$ cat src/rtl/rtmc_reg_arb_if.sv
// Requester ports and shared register bus seen by rtmc_reg_arb.
// master = arbiter side, slave = requesters plus register target.
interface rtmc_reg_arb_if #(
   parameter int ADDR_W = 7,
   parameter int DATA_W = 8
);
   logic [ADDR_W-1:0] m0_addr;
   logic [DATA_W-1:0] m0_wdat;
   logic              m0_wr;
   logic              m0_rd;
   logic [DATA_W-1:0] m0_rdat;
   logic              m0_ack;
   logic              m0_err;

   logic [ADDR_W-1:0] m1_addr;
   logic [DATA_W-1:0] m1_wdat;
   logic              m1_wr;
   logic              m1_rd;
   logic [DATA_W-1:0] m1_rdat;
   logic              m1_ack;
   logic              m1_err;

   logic [ADDR_W-1:0] reg_addr;
   logic [DATA_W-1:0] reg_wdat;
   logic              reg_wr;
   logic              reg_rd;
   logic [DATA_W-1:0] reg_rdat;
   logic              reg_ack;

   logic              gnt;
   logic              busy;

   modport master (
      input  m0_addr, m0_wdat, m0_wr, m0_rd,
      output m0_rdat, m0_ack, m0_err,
      input  m1_addr, m1_wdat, m1_wr, m1_rd,
      output m1_rdat, m1_ack, m1_err,
      output reg_addr, reg_wdat, reg_wr, reg_rd,
      input  reg_rdat, reg_ack,
      output gnt, busy
   );

   modport slave (
      output m0_addr, m0_wdat, m0_wr, m0_rd,
      input  m0_rdat, m0_ack, m0_err,
      output m1_addr, m1_wdat, m1_wr, m1_rd,
      input  m1_rdat, m1_ack, m1_err,
      input  reg_addr, reg_wdat, reg_wr, reg_rd,
      output reg_rdat, reg_ack,
      input  gnt, busy
   );
endinterface

$ cat src/rtl/rtmc_reg_arb.sv
// Two-requester round-robin register-bus arbiter; strobe 1 cycle after grant, mN_ack 1 cycle after reg_ack or timeout.
// A losing requester simply stays pending; a DONE dead cycle separates transactions (min turnaround 3 cycles).
module rtmc_reg_arb #(
   parameter int ADDR_W  = 7,
   parameter int DATA_W  = 8,
   parameter int TIMEOUT = 15
) (
   input  logic           clk,
   input  logic           rst_n,
   rtmc_reg_arb_if.master bus
);
   localparam int               CNT_W  = (TIMEOUT < 2) ? 1 : $clog2(TIMEOUT + 1);
   localparam logic [CNT_W-1:0] TO_LIM = CNT_W'(TIMEOUT);
   localparam bit               TO_EN  = (TIMEOUT != 0);

   typedef enum logic [1:0] {IDLE, BUSY, DONE} state_t;

   state_t            state;
   logic [CNT_W-1:0]  cnt;
   logic              ptr;
   logic              owner;
   logic [ADDR_W-1:0] addr_q;
   logic [DATA_W-1:0] wdat_q;
   logic              wr_q;
   logic              rd_q;
   logic [DATA_W-1:0] rdat0_q;
   logic [DATA_W-1:0] rdat1_q;
   logic              ack0_q;
   logic              ack1_q;
   logic              err0_q;
   logic              err1_q;
   logic              busy_q;

   logic              req0;
   logic              req1;
   logic              win;
   logic              expire;
   logic              finish;
   logic [DATA_W-1:0] rsp_dat;

   assign req0 = bus.m0_wr | bus.m0_rd;
   assign req1 = bus.m1_wr | bus.m1_rd;

   // On a tie the requester that did not win last time gets the bus.
   always_comb begin
      win = 1'b0;
      if (req0 && req1) win = ~ptr;
      else if (req1)    win = 1'b1;
   end

   assign expire  = TO_EN && (cnt == TO_LIM);
   assign finish  = bus.reg_ack | expire;
   assign rsp_dat = bus.reg_ack ? bus.reg_rdat : '1;

   always_ff @(posedge clk or negedge rst_n) begin
      if (!rst_n) begin
         state   <= IDLE;
         cnt     <= '0;
         ptr     <= 1'b1;
         owner   <= 1'b0;
         addr_q  <= '0;
         wdat_q  <= '0;
         wr_q    <= 1'b0;
         rd_q    <= 1'b0;
         rdat0_q <= '0;
         rdat1_q <= '0;
         ack0_q  <= 1'b0;
         ack1_q  <= 1'b0;
         err0_q  <= 1'b0;
         err1_q  <= 1'b0;
         busy_q  <= 1'b0;
      end else begin
         ack0_q <= 1'b0;
         ack1_q <= 1'b0;
         err0_q <= 1'b0;
         err1_q <= 1'b0;
         case (state)
            IDLE: begin
               if (req0 || req1) begin
                  owner  <= win;
                  ptr    <= win;
                  cnt    <= '0;
                  addr_q <= win ? bus.m1_addr : bus.m0_addr;
                  wdat_q <= win ? bus.m1_wdat : bus.m0_wdat;
                  wr_q   <= win ? bus.m1_wr : bus.m0_wr;
                  // Write takes precedence when both strobes are up.
                  rd_q   <= win ? (bus.m1_rd & ~bus.m1_wr) : (bus.m0_rd & ~bus.m0_wr);
                  busy_q <= 1'b1;
                  state  <= BUSY;
               end
            end
            BUSY: begin
               cnt <= cnt + 1'b1;
               if (finish) begin
                  wr_q <= 1'b0;
                  rd_q <= 1'b0;
                  if (rd_q) begin
                     if (owner) rdat1_q <= rsp_dat;
                     else       rdat0_q <= rsp_dat;
                  end
                  if (owner) begin
                     ack1_q <= 1'b1;
                     err1_q <= ~bus.reg_ack;
                  end else begin
                     ack0_q <= 1'b1;
                     err0_q <= ~bus.reg_ack;
                  end
                  state <= DONE;
               end
            end
            DONE: begin
               busy_q <= 1'b0;
               state  <= IDLE;
            end
            default: state <= IDLE;
         endcase
      end
   end

   assign bus.reg_addr = addr_q;
   assign bus.reg_wdat = wdat_q;
   assign bus.reg_wr   = wr_q;
   assign bus.reg_rd   = rd_q;
   assign bus.m0_rdat  = rdat0_q;
   assign bus.m0_ack   = ack0_q;
   assign bus.m0_err   = err0_q;
   assign bus.m1_rdat  = rdat1_q;
   assign bus.m1_ack   = ack1_q;
   assign bus.m1_err   = err1_q;
   assign bus.gnt      = owner;
   assign bus.busy     = busy_q;
endmodule

$ cat src/flat_wrapper.sv
// flat-port wrapper written by rule: the top's interface ports become plain ports
module rtmc_reg_arb_flat 
#(
   parameter int ADDR_W  = 7,
   parameter int DATA_W  = 8,
   parameter int TIMEOUT = 15
)
  (clk, rst_n, bus_m0_addr, bus_m0_wdat, bus_m0_wr, bus_m0_rd, bus_m0_rdat, bus_m0_ack, bus_m0_err, bus_m1_addr, bus_m1_wdat, bus_m1_wr, bus_m1_rd, bus_m1_rdat, bus_m1_ack, bus_m1_err, bus_reg_addr, bus_reg_wdat, bus_reg_wr, bus_reg_rd, bus_reg_rdat, bus_reg_ack, bus_gnt, bus_busy);
  rtmc_reg_arb_if #(.ADDR_W(ADDR_W), .DATA_W(DATA_W)) bus_i ();
  input  logic clk;
  input  logic rst_n;
  input wire logic [$bits(bus_i.m0_addr)-1:0] bus_m0_addr;
  input wire logic [$bits(bus_i.m0_wdat)-1:0] bus_m0_wdat;
  input wire logic [$bits(bus_i.m0_wr)-1:0] bus_m0_wr;
  input wire logic [$bits(bus_i.m0_rd)-1:0] bus_m0_rd;
  output wire logic [$bits(bus_i.m0_rdat)-1:0] bus_m0_rdat;
  output wire logic [$bits(bus_i.m0_ack)-1:0] bus_m0_ack;
  output wire logic [$bits(bus_i.m0_err)-1:0] bus_m0_err;
  input wire logic [$bits(bus_i.m1_addr)-1:0] bus_m1_addr;
  input wire logic [$bits(bus_i.m1_wdat)-1:0] bus_m1_wdat;
  input wire logic [$bits(bus_i.m1_wr)-1:0] bus_m1_wr;
  input wire logic [$bits(bus_i.m1_rd)-1:0] bus_m1_rd;
  output wire logic [$bits(bus_i.m1_rdat)-1:0] bus_m1_rdat;
  output wire logic [$bits(bus_i.m1_ack)-1:0] bus_m1_ack;
  output wire logic [$bits(bus_i.m1_err)-1:0] bus_m1_err;
  output wire logic [$bits(bus_i.reg_addr)-1:0] bus_reg_addr;
  output wire logic [$bits(bus_i.reg_wdat)-1:0] bus_reg_wdat;
  output wire logic [$bits(bus_i.reg_wr)-1:0] bus_reg_wr;
  output wire logic [$bits(bus_i.reg_rd)-1:0] bus_reg_rd;
  input wire logic [$bits(bus_i.reg_rdat)-1:0] bus_reg_rdat;
  input wire logic [$bits(bus_i.reg_ack)-1:0] bus_reg_ack;
  output wire logic [$bits(bus_i.gnt)-1:0] bus_gnt;
  output wire logic [$bits(bus_i.busy)-1:0] bus_busy;
  assign bus_i.m0_addr = bus_m0_addr;
  assign bus_i.m0_wdat = bus_m0_wdat;
  assign bus_i.m0_wr = bus_m0_wr;
  assign bus_i.m0_rd = bus_m0_rd;
  assign bus_m0_rdat = bus_i.m0_rdat;
  assign bus_m0_ack = bus_i.m0_ack;
  assign bus_m0_err = bus_i.m0_err;
  assign bus_i.m1_addr = bus_m1_addr;
  assign bus_i.m1_wdat = bus_m1_wdat;
  assign bus_i.m1_wr = bus_m1_wr;
  assign bus_i.m1_rd = bus_m1_rd;
  assign bus_m1_rdat = bus_i.m1_rdat;
  assign bus_m1_ack = bus_i.m1_ack;
  assign bus_m1_err = bus_i.m1_err;
  assign bus_reg_addr = bus_i.reg_addr;
  assign bus_reg_wdat = bus_i.reg_wdat;
  assign bus_reg_wr = bus_i.reg_wr;
  assign bus_reg_rd = bus_i.reg_rd;
  assign bus_i.reg_rdat = bus_reg_rdat;
  assign bus_i.reg_ack = bus_reg_ack;
  assign bus_gnt = bus_i.gnt;
  assign bus_busy = bus_i.busy;
  rtmc_reg_arb #(.ADDR_W(ADDR_W), .DATA_W(DATA_W), .TIMEOUT(TIMEOUT)) u_core (.clk(clk), .rst_n(rst_n), .bus(bus_i));
endmodule
$ cat config.mk
export PLATFORM = sky130hd
export DESIGN_NAME = rtmc_reg_arb_flat
export DESIGN_NICKNAME = d
export VERILOG_FILES = /design/src/rtl/rtmc_reg_arb_if.sv /design/src/rtl/rtmc_reg_arb.sv /design/src/flat_wrapper.sv
export SDC_FILE = /design/constraint.sdc
export NUM_CORES = 1
export LEC_CHECK = 0
export CAP_MARGIN = 20
export CORE_AREA = 5 5 66 68
export CTS_CLUSTER_SIZE = 12
export DETAILED_ROUTE_END_ITERATION = 7
export DIE_AREA = 0 0 71 73
export DONT_BUFFER_PORTS = 1
export GPL_TIMING_DRIVEN = 1
export PLACE_DENSITY_LB_ADDON = 0.08
export RECOVER_POWER = 25
export SLEW_MARGIN = 25
export SYNTH_ARGS = -nofsm -noshare
export SYNTH_HDL_FRONTEND = slang
export SYNTH_SLANG_ARGS = --single-unit
$ cat constraint.sdc
create_clock -name clk -period 3.6 [get_ports clk]
set_input_delay 0.72 -clock clk [delete_from_list [all_inputs] [get_ports clk]]
set_output_delay 0.72 -clock clk [all_outputs]
set_load 0.01 [all_outputs]
==> results of run 1 <==
## registers in the layout (all words and copies together) (netlist names), 2 cells and up
name                 count
u_core.bus.m1_rdat       8
u_core.cnt               4
u_core.bus.m0_rdat       8
u_core.state             2
u_core.bus.reg_addr      7
u_core.bus.reg_wdat      8
## synthesized netlist by cell type (2+ instances only)
cell type | n | area [sq um]
sky130_fd_sc_hd__clkbuf_1 | 5 | 18.77
sky130_fd_sc_hd__mux2_4 | 16 | 240.2
sky130_fd_sc_hd__o21ai_0 | 19 | 95.09
sky130_fd_sc_hd__nand2b_1 | 11 | 68.82
sky130_fd_sc_hd__nor2_1 | 4 | 15.01
sky130_fd_sc_hd__buf_6 | 2 | 22.52
sky130_fd_sc_hd__dfrtp_1 | 45 | 1126
sky130_fd_sc_hd__nor2b_1 | 4 | 25.02
sky130_fd_sc_hd__inv_1 | 2 | 7.510
sky130_fd_sc_hd__a21oi_1 | 5 | 25.02
sky130_fd_sc_hd__mux2i_1 | 17 | 170.2
sky130_fd_sc_hd__nand2_1 | 24 | 90.09
sky130_fd_sc_hd__buf_4 | 2 | 15.01
## worst register-to-register path: stages (launching register included)
cell	delay, ns
sky130_fd_sc_hd__dfrtp_1	0.39
sky130_fd_sc_hd__ha_1	0.27
sky130_fd_sc_hd__a31oi_4	0.15
sky130_fd_sc_hd__nor2_4	0.17
sky130_fd_sc_hd__and3_4	0.31
sky130_fd_sc_hd__mux2_4	0.32
## cell families after synthesis
group                      count (synthesis)  share of synthesized area [%]
buffers and inverters                     11                          3.007
DFF                                       46                          54.30
adders and majority gates                  1                         0.5895
and+or+nand+nor                           51                          13.21
AOI/OAI and AO/OA                         32                          9.552
muxes                                     33                          19.34
## routing by layer
| layer | routed length, um | track usage (%) | vias up |
|---|---|---|---|
| met4 | 17 | 4.802 | 0 |
| met1 | 1644 | 19.22 | 612 |
| met5 | 0 | 0 | - |
| met3 | 459 | 8.402 | 2 |
| met2 | 1827 | 23.79 | 62 |
| li1 | - | - | 587 |
## path summary, 6_finish.rpt
check                           slack (ns)                                end                   startpoint
min in group clk                      0.49        u_core.bus.m1_err$_DFF_PN0_                  bus_reg_ack
worst min register to register        0.50        u_core.bus.busy$_DFFE_PN0P_  u_core.state[1]$_DFFE_PN0P_
worst max register to register        1.87  u_core.bus.m1_rdat[1]$_DFFE_PN0P_    u_core.cnt[0]$_DFFE_PN0P_
worst min-delay path                  0.12          u_core.cnt[2]$_DFFE_PN0P_                        rst_n
max in group asynchronous             3.30             u_core.ptr$_DFFE_PN1P_                        rst_n
worst max-delay path                  1.87  u_core.bus.m1_rdat[1]$_DFFE_PN0P_    u_core.cnt[0]$_DFFE_PN0P_
## final cells by class
type,instances,area share [%]
clock buffers,8,3.620
well taps,50,2.828
inverters,2,0.3394
multi-input cells,117,41.12
flip-flops and latches,46,52.09
## report_power, final
part,internal (W),switching (W)
sequential,0.000758,0.000297
combinational,0.000289,0.000252
clock,0.000138,0.000154
## through the flow
stage	utilization, %	total power [W]	std cells	area, sq um
CTS	58.23	0.001916	223	2212
detailed placement	56.13	0.001620	215	2132
global placement	56.13	0.001584	215	2132
floorplan	-	0.001511	174	2122
finish	58.23	0.001887	223	2212
global route	58.23	0.002024	223	2212
==> metrics.md, run 1 <==
| Metric | Value |
|---|---|
| Sum Neg Setup Slack | 0 ns |
| Number of enable flip-flop cells after synthesis | 0 |
| Area of the multi-input gates | 909.6 sq um |
| Outcome | complete, no violations |
| Number of stages on the worst setup path | 5 |
| DPL Wire Length | 2.902 mm |
| Drt first pass iters | 4 |
| # fillers | 333 |
| Post-layout worst setup margin | 1.870 ns |
| Critical Path Fanout Max | 8 |
| Instance count of the mapped netlist | 174 |
| Global-route usage over all layers | 15.62% |
| Worst Setup End Kind | flip-flop |
| Worst VDD drop | 424.2 uV |
| Largest stage delay on the critical path | 0.39 ns |
| Synthesized area per cell | 12.20 sq um |
| Clock tree from TritonCTS | built |
| Post-synth net total | 220 |
| Slew Limit Headroom | 32.38% |
| Number of flip-flops and latches in the synthesized netlist | 46 |
| Number of buffers inserted to repair setup after CTS | 0 |
| Number of nets with antenna violations after detailed routing | 0 |
| Number of H-tree levels | 2 |
| Row count | 23 |
| Number of cells on the worst reg-to-reg path | 5 |
| Commonest cells after routing, fill and taps aside | 45 x sky130_fd_sc_hd__dfrtp_1, 24 x sky130_fd_sc_hd__nand2_1, 18 x sky130_fd_sc_hd__o21ai_0 |
| Async set-or-reset flop fraction in the synthesized netlist | 100.0% |
| CTS Buffer Depth | 2 |
| Hold WS | 0.1219 ns |
| Insertion delay to the later sink of the worst-skew pair | 0.28 ns |
| RSZ-0062 raised after global routing | no |
| Category of the worst setup path launch point | flip-flop |
| Number of global-route vias before repair | 1305 |
| I/O pins | 84 |
| Area of the core | 3799 sq um |
| Most frequent standard cell in the layout excluding fill and tap cells | sky130_fd_sc_hd__dfrtp_1 |
| Share of post-route cells with drive strength above 1 | 18.50% |
| Routed Wire Length | 3.949 mm |
| Transition time of the tightest slew-check pin | 1.014 ns |
| Path class of the lowest-slack min-delay path | primary input to async pin |
| Mean routed wirelength per cell | 17.71 um |
| Die outline width | 71 um |
| 1st-iter DRT viols | 54 |
| Predominant post-synthesis flop cell | sky130_fd_sc_hd__dfrtp_1 |
| Hold_buf cts | 0 |
| Largest delay share family, worst path | simple AND/OR/NAND/NOR gates |
| RePlAce Congestion | 0.6931 |
| Final critical-path share of the clock period | 48.05% |
| Worst path buffer plus inverter count | 0 |
| Die ar. | 5183 sq um |
| Start-to-end type of the worst setup path | flip-flop to flip-flop |
| Area added between synthesis and finish | 4.245% |
| Clk pin slew, worst setup/hold paths | 0.08 ns |
| Highest clock frequency the design can meet | 0.5781 GHz |
| Yosys Warn Count | 0 |
| Final critical delay including setup and external delays | 1.730 ns |
| Overflow left after global routing | 0 |
| Storage element area | 1152 sq um |
| Effective utilization at floorplan | 55.86% |
| Vias | 1263 |
| Post-CTS Resized | 0 |
| Number of antenna violations at the first check in global routing | 0 |
| Global-route wire length before repair | 6.292 mm |
| Total Nets Final | 218 |
| Die height | 73 um |
| Final number of max-transition violations | 0 |
| Critical Path, Cell by Cell | ha_1 -> a31oi_4 -> nor2_4 -> and3_4 -> mux2_4 |
| Library cell used as clock root buffer | sky130_fd_sc_hd__clkbuf_8 |
| Number of clock sinks seen by CTS | 46 |
| Vias/cell | 5.664 |
| Total of endpoints with negative setup slack in the final report | 0 |
| Final worst clock skew | 0.006259 ns |
| Max Cap Violations | 0 |
| Required time at the worst-slack endpoint | 3.77 ns |
| Leakage Power | 1.015 nW |
| Hold Violations, Final | 0 |
| Worst slack at placement | 1.539 ns |
| CTS Buf Count | 5 |
| Input/output buffers | 0 |
| Library cells used by synthesis | 31 |
| Sequential area share after synthesis | 54.30% |
| Critical Path Slowest Stage Cell | sky130_fd_sc_hd__dfrtp_1 |
| WP data arrival | 1.90 ns |
| Antenna cells | 0 |
| Total DRC errors in the routed layout | 0 |
| Power Dens Cells | 853.1 nW/um^2 |
| Pin count of the biggest net entering global routing | 47 |
| Total standard cell area after synthesis | 2122 sq um |
No activity file was read; power rests on OpenSTA's default activity.
==> inputs of run 2 (changes only) <==
--- a/config.mk
+++ b/config.mk
@@ -5,11 +5,12 @@
 export SDC_FILE = /design/constraint.sdc
 export NUM_CORES = 1
 export LEC_CHECK = 0
+export ABC_AREA = 1
 export CAP_MARGIN = 20
-export CORE_AREA = 5 5 66 68
+export CORE_AREA = 5 5 68 70
 export CTS_CLUSTER_SIZE = 12
 export DETAILED_ROUTE_END_ITERATION = 7
-export DIE_AREA = 0 0 71 73
+export DIE_AREA = 0 0 73 75
 export DONT_BUFFER_PORTS = 1
 export GPL_TIMING_DRIVEN = 1
 export PLACE_DENSITY_LB_ADDON = 0.08
==> constraint.sdc (replaced) <==
create_clock -name clk -period 1.6 [get_ports clk]
set_input_delay 0.32 -clock clk [delete_from_list [all_inputs] [get_ports clk]]
set_output_delay 0.32 -clock clk [all_outputs]
set_load 0.01 [all_outputs]
==> run 2 against run 1 <==
Utilization rose by 3.1 points. Critical path depth rose by 2. Synthesized cell count rose by 55%. Largest cell class unchanged.
==> metrics.md, run 2 <==
| Metric | Value |
|---|---|
| Outcome | complete, no violations (unchanged) |
| Mean routed wirelength per cell | 14.47 um (was 17.71 um) |
| Number of cells on the worst reg-to-reg path | 7 (was 5) |
| Start-to-end type of the worst setup path | flip-flop to flip-flop (unchanged) |
| Critical Path Fanout Max | 17 (was 8) |
| Antenna cells | 0 (unchanged) |
| Input/output buffers | 0 (unchanged) |
| Instance count of the mapped netlist | 269 (was 174) |
| Drt first pass iters | 4 (unchanged) |
| Worst VDD drop | 856.9 uV (was 424.2 uV) |
| Overflow left after global routing | 0 (unchanged) |
| Max Cap Violations | 0 (unchanged) |
| Total of endpoints with negative setup slack in the final report | 0 (unchanged) |
| FF-to-FF setup slack | 0.21 ns (was 1.87 ns) |
| Largest delay share family, worst path | flip-flops (was simple AND/OR/NAND/NOR gates) |
| Most Crowded Layer GR | met2 (unchanged) |
| RSZ-0062 raised after global routing | no (unchanged) |
| Pin count of the biggest net entering global routing | 47 (unchanged) |
| Hold Violations, Final | 0 (unchanged) |
| Worst Setup End Kind | flip-flop (unchanged) |
| Power Dens Cells | 1882 nW/um^2 (was 853.1 nW/um^2) |
| Leakage Power | 1.264 nW (was 1.015 nW) |
| Insertion delay to the later sink of the worst-skew pair | 0.29 ns (was 0.28 ns) |
| Met3 GRT Util | 6.542% (was 8.402%) |
| Worst setup path startpoint | u_core.cnt[0]$_DFFE_PN0P_ (unchanged) |
| Library cells used by synthesis | 27 (was 31) |
| Storage element area | 1152 sq um (unchanged) |
| Most frequent standard cell in the layout excluding fill and tap cells | sky130_fd_sc_hd__nand2_1 (was sky130_fd_sc_hd__dfrtp_1) |
| Routed Wire Length | 4.688 mm (was 3.949 mm) |
| Sum Neg Setup Slack | 0 ns (unchanged) |
| Proportion of power drawn by flip-flops and latches | 50.5% (was 55.9%) |
| Final number of max-transition violations | 0 (unchanged) |
| Net load switching power | 0.001864 W (was 0.0007026 W) |
| Final critical-path share of the clock period | 86.88% (was 48.05%) |
| Area added between synthesis and finish | 7.023% (was 4.245%) |
| Post-layout worst setup margin | 0.2099 ns (was 1.870 ns) |
| Global Route met2 Usage | 29.99% (was 23.79%) |
| Synthesized area per cell | 8.344 sq um (was 12.20 sq um) |
| Area of the multi-input gates | 913.4 sq um (was 909.6 sq um) |
| Slew Limit Headroom | 59.42% (was 32.38%) |
| RePlAce Congestion | 0.7963 (was 0.6931) |
| Worst Hold Path Cells | 1 |
| Proportion of total power due to net switching | 41.24% (was 37.23%) |
| Die outline width | 73 um (was 71 um) |
| Sequential area share after synthesis | 51.34% (was 54.30%) |
| Global-route usage over all layers | 18.24% (was 15.62%) |
| Total chip power | 0.004520 W (was 0.001887 W) |
| Routing usage on met1 | 22.89% (was 19.22%) |
| Vias/cell | 5.309 (was 5.664) |
| Hold wc startpoint | bus_reg_ack |
| Post-synth net total | 315 (was 220) |
| Design area | 2402 sq um (was 2212 sq um) |
| Final worst clock skew | 0.008967 ns (was 0.006259 ns) |
| Internal power | 0.002656 W (was 0.001185 W) |
| Worst slack at placement | 0.1658 ns (was 1.539 ns) |
| Total DRC errors in the routed layout | 0 (unchanged) |
| Async set-or-reset flop fraction in the synthesized netlist | 100.0% (unchanged) |
| CTS Buffer Depth | 2 (unchanged) |
| Number of nets with antenna violations after detailed routing | 0 (unchanged) |
| DPL Wire Length | 3.476 mm (was 2.902 mm) |
| Yosys Warn Count | 0 (unchanged) |
| End of the worst hold path | u_core.bus.m1_err$_DFF_PN0_ |
| Total Nets Final | 319 (was 218) |
| Clk pin slew, worst setup/hold paths | 0.08 ns (about the same) |
| Cell type contributing the most total cell area after synthesis | sky130_fd_sc_hd__dfrtp_1 (unchanged) |
| Most repeated cell in the gate-level netlist after synthesis | sky130_fd_sc_hd__nand2_1 (was sky130_fd_sc_hd__dfrtp_1) |
| I/O pins | 84 (unchanged) |
| Required time at the worst-slack endpoint | 1.79 ns (was 3.77 ns) |
| Largest stage delay on the critical path | 0.38 ns (was 0.39 ns) |
| Clock tree from TritonCTS | built (unchanged) |
| Worst path buffer plus inverter count | 1 (was 0) |
| Effective utilization at floorplan | 57.35% (was 55.86%) |
| Number of buffers inserted to repair setup after CTS | 0 (unchanged) |
| Number of enable flip-flop cells after synthesis | 0 (unchanged) |
| Total standard cell area after synthesis | 2245 sq um (was 2122 sq um) |
| Row count | 23 (unchanged) |
| Global-route wire length before repair | 7.790 mm (was 6.292 mm) |
| Area share of the leading cell type in the synthesized netlist | 50.17% (was 53.07%) |
| Number of global-route vias before repair | 1659 (was 1305) |
| FF-to-FF End | u_core.bus.m0_rdat[0]$_DFFE_PN0P_ (was u_core.bus.m1_rdat[1]$_DFFE_PN0P_) |
| Die height | 75 um (was 73 um) |
| Commonest cells after routing, fill and taps aside | 98 x sky130_fd_sc_hd__nand2_1, 45 x sky130_fd_sc_hd__dfrtp_1, 24 x sky130_fd_sc_hd__inv_1 (was 45 x sky130_fd_sc_hd__dfrtp_1, 24 x sky130_fd_sc_hd__nand2_1, 18 x sky130_fd_sc_hd__o21ai_0) |
| Die ar. | 5475 sq um (was 5183 sq um) |
| Predominant post-synthesis flop cell | sky130_fd_sc_hd__dfrtp_1 (unchanged) |
| Number of H-tree levels | 2 (unchanged) |
| List of most frequent post-synthesis cells | 98 x sky130_fd_sc_hd__nand2_1, 45 x sky130_fd_sc_hd__dfrtp_1, 24 x sky130_fd_sc_hd__inv_1 (was 45 x sky130_fd_sc_hd__dfrtp_1, 24 x sky130_fd_sc_hd__nand2_1, 19 x sky130_fd_sc_hd__o21ai_0) |
| Critical Path Slowest Stage Cell | sky130_fd_sc_hd__dfrtp_1 (unchanged) |
| RR Startpoint | u_core.cnt[0]$_DFFE_PN0P_ (unchanged) |
| Leading cell types by total area after synthesis | sky130_fd_sc_hd__dfrtp_1 50%, sky130_fd_sc_hd__nand2_1 16%, sky130_fd_sc_hd__nand3_1 5.1% (was sky130_fd_sc_hd__dfrtp_1 53%, sky130_fd_sc_hd__mux2_4 11%, sky130_fd_sc_hd__mux2i_1 8.0%) |
| Cell area reported after detailed placement | 2275 sq um (was 2132 sq um) |
| Number of clock sinks seen by CTS | 46 (unchanged) |
| Path class of the lowest-slack min-delay path | primary input to flip-flop (was primary input to async pin) |
| Clock share of power | 18.3% (was 15.4%) |
| WP data arrival | 1.58 ns (was 1.90 ns) |
| Cell occurring most often along the worst timing path | sky130_fd_sc_hd__nand2_1 |
| Number of antenna violations at the first check in global routing | 0 (unchanged) |
| Final critical delay including setup and external delays | 1.390 ns (was 1.730 ns) |
| Number of flip-flops and latches in the synthesized netlist | 46 (unchanged) |
| CTS Buf Count | 5 (unchanged) |
| Area of the core | 3914 sq um (was 3799 sq um) |
| Highest clock frequency the design can meet | 0.7194 GHz (was 0.5781 GHz) |
| Transition time of the tightest slew-check pin | 0.6087 ns (was 1.014 ns) |
| Critical Path, Cell by Cell | ha_1 -> nand2_1 -> o21ai_2 -> buf_6 -> nand3_4 -> nand2_1 -> nand2_1 (was ha_1 -> a31oi_4 -> nor2_4 -> and3_4 -> mux2_4) |
| Vias | 1720 (was 1263) |
| Share of post-route cells with drive strength above 1 | 11.68% (was 18.50%) |
| 1st-iter DRT viols | 97 (was 54) |
| Part of the total power dissipated in combinational logic | 31.2% (was 28.7%) |
| # fillers | 359 (was 333) |
| Category of the worst setup path launch point | flip-flop (unchanged) |
| Library cell used as clock root buffer | sky130_fd_sc_hd__clkbuf_8 (unchanged) |
==> run 2: layer usage <==
| layer | share of wire [%] | up-vias |
|---|---|---|
| met4 | 0.92 | 0 |
| li1 | - | 869 |
| met3 | 8.2 | 4 |
| met5 | 0 | - |
| met2 | 47 | 57 |
| met1 | 43 | 790 |
==> run 2: cell type report <==
class                   instances  share of cell area (%)
multi-input cells             185                   38.02
inverters                      27                   4.219
repair buffers                  8                   2.760
clock buffers                   7                   3.177
flip-flops and latches         46                   47.97
clock inverters                 1                   1.250
well taps                      50                   2.604
==> run 2: timing repair <==
action | CTS | global route
endpoints found under the hold margin | 46 | 0
resized for setup | 0 | 1
setup endpoints to repair | 0 | 1
hold buffers | 2 | 0
==> run 2: worst max-delay path by stage <==
stage                                                   end  cells past startpoint  slack [ns]
after floorplan           u_core.bus.m1_rdat[0]$_DFFE_PN0P_                      7        0.36
after global placement    u_core.bus.m0_rdat[0]$_DFFE_PN0P_                      7        0.21
after detailed placement  u_core.bus.m0_rdat[0]$_DFFE_PN0P_                      7        0.17
after CTS                 u_core.bus.m0_rdat[3]$_DFFE_PN0P_                      7        0.16
after global routing      u_core.bus.m0_rdat[3]$_DFFE_PN0P_                      7        0.04
final                     u_core.bus.m0_rdat[0]$_DFFE_PN0P_                      7        0.21
==> run 2: cells by family (layout without fill, tap and decap cells) <==
group / count (synthesis) / after routing / share of synthesized area (%)
fa+ha+maj: 1 / 1 / 0.5573
buf+inv: 38 / 43 / 7.970
flops: 46 / 46 / 51.34
simple gates: 175 / 175 / 37.35
compound gates: 9 / 9 / 2.787
==> run 2: through the flow <==
| stage | cells | utilization [%] | hold WS, ns |
|---|---|---|---|
| 2_1_floorplan | 269 | - | 0.02441 |
| 3_3_place_gp | 314 | 58.12 | 0.02524 |
| 3_5_place_dp | 314 | 58.12 | 0.02514 |
| 4_1_cts | 324 | 61.80 | 0.08488 |
| 5_1_grt | 324 | 61.38 | 0.07952 |
| 6_report | 324 | 61.38 | 0.09546 |
==> run 2: power by group through the flow <==
stage          Clock (W)  Sequential, W  Combinational, W
3_3_place_gp           0        0.00232           0.00135
4_1_cts         0.000858        0.00230           0.00144
3_5_place_dp           0        0.00231           0.00140
6_report        0.000827        0.00228           0.00141
5_1_grt         0.000896        0.00236           0.00165
2_1_floorplan          0        0.00220           0.00115
